## src/rtl/vga_sync.sv

```systemverilog
// vga_sync: VGA timing generator (pixel tick, counters, syncs, blanking).
// Ports:
//   clk, reset           - single clock domain, asynchronous active-high reset
//   p_tick               - one-clk pulse each pixel advance (every TICK_DIV clks)
//   pixel_x, pixel_y     - current column / line position
//   hsync, vsync         - active-low syncs, registered and aligned with the position
//   video_on             - visible-area flag for the RGB blanking mux
//   frame_start          - one-clk pulse after the position wraps to (0,0)
module vga_sync #(
  parameter int H_DISPLAY = 640,
  parameter int H_FRONT   = 16,
  parameter int H_SYNC    = 96,
  parameter int H_BACK    = 48,
  parameter int V_DISPLAY = 480,
  parameter int V_FRONT   = 10,
  parameter int V_SYNC    = 2,
  parameter int V_BACK    = 33,
  parameter int TICK_DIV  = 4
) (
  input  logic       clk,
  input  logic       reset,
  output logic       hsync,
  output logic       vsync,
  output logic       video_on,
  output logic       p_tick,
  output logic [9:0] pixel_x,
  output logic [9:0] pixel_y,
  output logic       frame_start
);
  localparam int H_TOTAL = H_DISPLAY + H_FRONT + H_SYNC + H_BACK;
  localparam int V_TOTAL = V_DISPLAY + V_FRONT + V_SYNC + V_BACK;
  localparam int DW = TICK_DIV > 1 ? $clog2(TICK_DIV) : 1;
  localparam logic [DW-1:0] DIV_LAST = DW'(TICK_DIV - 1);
  localparam logic [9:0] H_LAST = 10'(H_TOTAL - 1);
  localparam logic [9:0] V_LAST = 10'(V_TOTAL - 1);
  localparam logic [9:0] HS_LO = 10'(H_DISPLAY + H_FRONT);
  localparam logic [9:0] HS_HI = 10'(H_DISPLAY + H_FRONT + H_SYNC - 1);
  localparam logic [9:0] VS_LO = 10'(V_DISPLAY + V_FRONT);
  localparam logic [9:0] VS_HI = 10'(V_DISPLAY + V_FRONT + V_SYNC - 1);
  logic [DW-1:0] div_q, div_d;
  logic [9:0] h_q, h_d, v_q, v_d;
  logic hs_q, hs_d, vs_q, vs_d, fs_q, fs_d, tick, h_wrap;
  always_comb begin
    tick   = !reset && div_q == DIV_LAST;
    h_wrap = h_q == H_LAST;
    div_d  = tick ? '0 : div_q + 1'b1;
    h_d    = tick ? (h_wrap ? '0 : h_q + 10'd1) : h_q;
    v_d    = tick && h_wrap ? (v_q == V_LAST ? '0 : v_q + 10'd1) : v_q;
    // syncs decode the next position so they land on the same edge as the counters
    hs_d   = !(h_d >= HS_LO && h_d <= HS_HI);
    vs_d   = !(v_d >= VS_LO && v_d <= VS_HI);
    fs_d   = tick && h_wrap && v_q == V_LAST;
  end
  always_ff @(posedge clk or posedge reset) begin
    if (reset) begin
      div_q <= '0;
      h_q   <= '0;
      v_q   <= '0;
      hs_q  <= 1'b1;
      vs_q  <= 1'b1;
      fs_q  <= 1'b0;
    end else begin
      div_q <= div_d;
      h_q   <= h_d;
      v_q   <= v_d;
      hs_q  <= hs_d;
      vs_q  <= vs_d;
      fs_q  <= fs_d;
    end
  end
  assign p_tick      = tick;
  assign pixel_x     = h_q;
  assign pixel_y     = v_q;
  assign hsync       = hs_q;
  assign vsync       = vs_q;
  assign frame_start = fs_q;
  assign video_on    = h_q < 10'(H_DISPLAY) && v_q < 10'(V_DISPLAY) && !reset;
endmodule

```

## config.mk

```make
export PLATFORM = sky130hd
export DESIGN_NAME = vga_sync
export DESIGN_NICKNAME = d
export VERILOG_FILES = /design/src/rtl/vga_sync.sv
export SDC_FILE = /design/constraint.sdc
export NUM_CORES = 1
export LEC_CHECK = 0
export ABC_AREA = 1
export BUFFER_PORTS_ARGS = -buffer_cell sky130_fd_sc_hd__buf_2
export CORE_MARGIN = 2
export CORE_UTILIZATION = 45
export DETAILED_ROUTE_END_ITERATION = 10
export PLACE_DENSITY = 0.67
export SYNTH_ARGS = -nofsm -noshare
export SYNTH_HDL_FRONTEND = slang
export SYNTH_SLANG_ARGS = --single-unit
```

## constraint.sdc

```tcl
create_clock -name clk -period 1.8 [get_ports clk]
set_input_delay 0.27 -clock clk [delete_from_list [all_inputs] [get_ports clk]]
set_output_delay 0.27 -clock clk [all_outputs]
set_load 0.1 [all_outputs]
```

# Word level (Yosys, flattened, before mapping)
# Index checks and enable logic that the tools add are counted.
dict set report word_totals {
  out_inout_bits 25
  reg_bits 25
  inputBits 2
}
dict set report op_classes {
  mux 5
  n_eq_ne 3
  n_addsub 3
  reduce_logical 10
  n_lt_le_gt_ge 6
}
# op count
set op_table {}
lappend op_table {{two-way mux 10 bit} 4}
lappend op_table {{adder 10 x 1 -> 10 bit (second input constant)} 2}
lappend op_table {{equality test 10 bit (second input constant)} 2}
lappend op_table {{greater-or-equal comparator 10 bit (second input constant)} 1}
lappend op_table {{greater-or-equal comparator 10 x 9 -> 1 bit (second input constant)} 1}
lappend op_table {{<= comparator 10 bit (second input constant)} 1}
lappend op_table {{<= comparator 10 x 9 -> 1 bit (second input constant)} 1}
lappend op_table {{< comparator 10 bit (second input constant)} 1}
lappend op_table {{< comparator 10 x 9 -> 1 bit (second input constant)} 1}
lappend op_table {{logical AND 1 bit} 7}
lappend op_table {{logical NOT 1 bit} 3}
lappend op_table {{adder 2 x 1 -> 2 bit (second input constant)} 1}
lappend op_table {{equality test 2 bit (second input constant)} 1}
lappend op_table {{two-way mux 2 bit} 1}

# Logic depth before layout (Yosys ltp)
dict set report depth {
  depth_word 7
  ltp_mapped 12
}

# Worst setup path after synthesis
# No wires, ideal clock.
dict set report synth_path {
  kind {register to output}
  startpoint {register v_q[5], in the netlist pixel_y[5]}
  endpoint {output video_on}
  arrival_time_ps 4017
  n_path_buf 1
  stages_incl_launch_ff 5
  required_ps 1530
  setup_slack_ps -2487
  path_cell_list {dfrtp_1 buf_2 nand2_1 nor2_1 nor4_1}
}
dict set report synth_between {
  elab_chain_cells 3
}
# element line_no
set synth_rtl {}
lappend synth_rtl {{start, declared} 41} ;# logic [9:0] h_q, h_d, v_q, v_d;
lappend synth_rtl {{start signal, assigned} 65} ;# v_q <= v_d;
lappend synth_rtl {{< comparator 10 x 9 -> 1 bit} 77} ;# assign video_on = h_q < 10'(H_DISPLAY) && v_q < 10'(V_DISPLAY) && !reset;
lappend synth_rtl {{logical AND 1 bit (2 in series)} 77}
lappend synth_rtl {{end, declared} 24} ;# output logic video_on,
# Every way passes these cells.

# Worst setup path after layout
# Same ends and word-level chain as after synthesis.

==> impl_results.md <==
* CTS tree: built
* Max Cap Viol at 0
* Worst-skew pair later-pin latency at 0.31 ns
* Max-Slew Margin vs Limit at 0.673
* Post-Layout Inst Area at approximately 0.0019 mm2
* Hold Crit Class: in2async
* Placement Cell Area at 0.00180 mm2
* All-Layer GR Usage at 0.182
* Initial antenna violation count at 0
* Crit share post-route at 0.947
* Die area at 0.00384 mm2
* Fin nets at about 240
* Max Fclk at around 0.59 GHz
* Synthesized area at 0.00151 mm2
* Final Max Slew Viols at 0
* Synth area leader: dfrtp_1
* RSZ-0062 raised after global routing: false
* CP Launch Type: flip-flop
* Total Power at 1.85 mW
* TritonCTS Buffers at 3
* CP arrival at 1.43 ns
* Power Dens Cells at 988 mW/mm2
* HPWL after DPL at 2380 um
* Final wirelength at 3200 um
* #FFs+latches synth at 25
* Final setup vio count at 0
* Number of global-route vias before repair at 1,151
* Final worst slack at 0.0960 ns
* Gr ovfl total at 0
* Via density at between 4 and 5
* Cells after synthesis at around 200
* CP Class: reg2out
* Largest net degree at the start of global routing at 27
* I/O Buffers at 26
* Placed insts at ~270
* Mapped Avg Cell Area at 7.52 um2
* Clock buffer depth at 2
* Fin util at 0.570
* Detailed Routing Iterations Pass 1 at 4
* Finished Layout Cells at 281
* Core Footprint at 0.00328 mm2
* H-tree levels at 1
* Routability cong. at about 0.85
* Final hold viol count at 0
* Actual slew at the worst max-slew pin at 0.494 ns
* Clock tree sinks at 25
* Top-area cell type share of the netlist area at 0.381
* Die span in y at 62.0 um
* Final min period at 1.70 ns
* Total number of vias at 1,346
* Register area share after synthesis at 0.416
* Worst Path Max Fanout at 2
* Clk_skew at 0.000741 ns
* Area Overhead vs Synth at 23.8%
* Status: finished clean
* FILL cells at 333
* DRC viols at 0
* Layout cells sized above 1 at 0.349
* Antenna violation net count after detailed routing at 0
* Worst hold margin at roughly 0.053 ns
* Worst setup EP type: primary output
* DR iter-0 viols at 53
* Root Driver: clkbuf_4
* Most frequent cells in the layout: nand2_1, inv_1, buf_2
* Unique masters post-synth at 31
* Placement Setup Slack at 0.0917 ns
* First-pass GRT wire length at around 5100 um
* Initial core utilization at 0.460
* Syn_nets at 207
* Inserted Diodes at 0
* Die X at 62.0 um
* Row count at 21
* Hold-fix buffers at CTS at 0
* Fin Setup TNS at 0 ns
* Worst Path Required at 1.53 ns
* P_leak at slightly below 1 nW
* Post-DR wirelength/cell at 11.4 um
* Max VDD drop at 0.953 mV
* Clk slew on worst S/H paths at roughly 0.13 ns
* Ports at 27
* Most common library cell in the layout ignoring fill and taps: nand2_1
* Largest cells by area after synthesis: dfrtp_1, nand2_1, inv_1
* Yosys warns at 0
[metal layers]
metal	vias to the layer above	GRT usage	wire, um
met2	48	0.262	1340
li1	697	-	-
met4	0	0.0729	53
met5	-	0	0
met3	4	0.0248	189
met1	597	0.274	1620
[path summary, 6_finish.rpt]
check	cells past startpoint	slack (ns)	end	start
max in group asynchronous	3	1.46	hsync	reset
max	4	0.1	video_on	pixel_y[5]
max reg2reg	7	0.16	vsync	pixel_x[0]
min reg2reg	1	0.44	div_q[0]	div_q[0]
min in group clk	4	0.43	div_q[0]	reset
min	3	0.05	div_q[0]	reset
[Yosys cell counts]
library cell  number
nand3b_1           2
buf_2              1
o21ai_0            5
nand4_2            1
nand3b_4           1
nand3_2            2
dfstp_2            2
nand2_1           63
nor3_1             2
nor2_4             4
nand2_2            1
or2_1              1
mux2i_1            1
xor2_1             2
inv_1             30
nand3_1           15
nand4_1            4
o21bai_1           1
nor2_1            17
nor2_2             3
clkbuf_1           1
inv_2              3
o31ai_1            1
a21oi_1            4
ha_1               4
dfrtp_1           23
nor4_1             1
clkinv_1           1
o21ai_1            2
xnor2_2            1
buf_6              2
[cell families after synthesis]
group | share of synthesized area
compound gates | 0.0464
simple gates | 0.371
fa+ha+maj | 0.0331
flops | 0.416
mux | 0.00662
buf+inv | 0.105
xor+xnor | 0.0224
[flip-flops by register name, indices dropped and copies added (netlist names)]
register     count
div_q            2
frame_start      1
hsync            1
pixel_x         10
pixel_y         10
vsync            1
[worst max-delay path: stages, from the launching register on]
cell,delay [ns]
dfrtp_4,0.53
nand2_4,0.07
nor2_4,0.04
nor4_4,0.26
buf_12,0.21
[report_power, final]
group	switching [mW]	internal [mW]	leakage (nW)
logic	0.661	0.177	0.681
clock network	0.162	0.0866	0.0150
registers	0.0973	0.664	0.269
total	0.921	0.927	0.965
[timing repair]
item | CTS | global route
pin swaps | 1 | 1
setup buffers | 1 | 3
setup endpoints to repair | 1 | 3
gates resized for setup | 0 | 3
cloned | 0 | 1
[layout make-up]
cell class,count,area [um2],area share
Multi-Input combinational cell,139,790,0.422
Tap cell,46,57.6,0.0308
Timing Repair Buffer,33,213,0.114
Inverter,34,128,0.0682
Clock buffer,4,26.3,0.0140
Sequential cell,25,657,0.351
(Power assumes the default switching activity.)
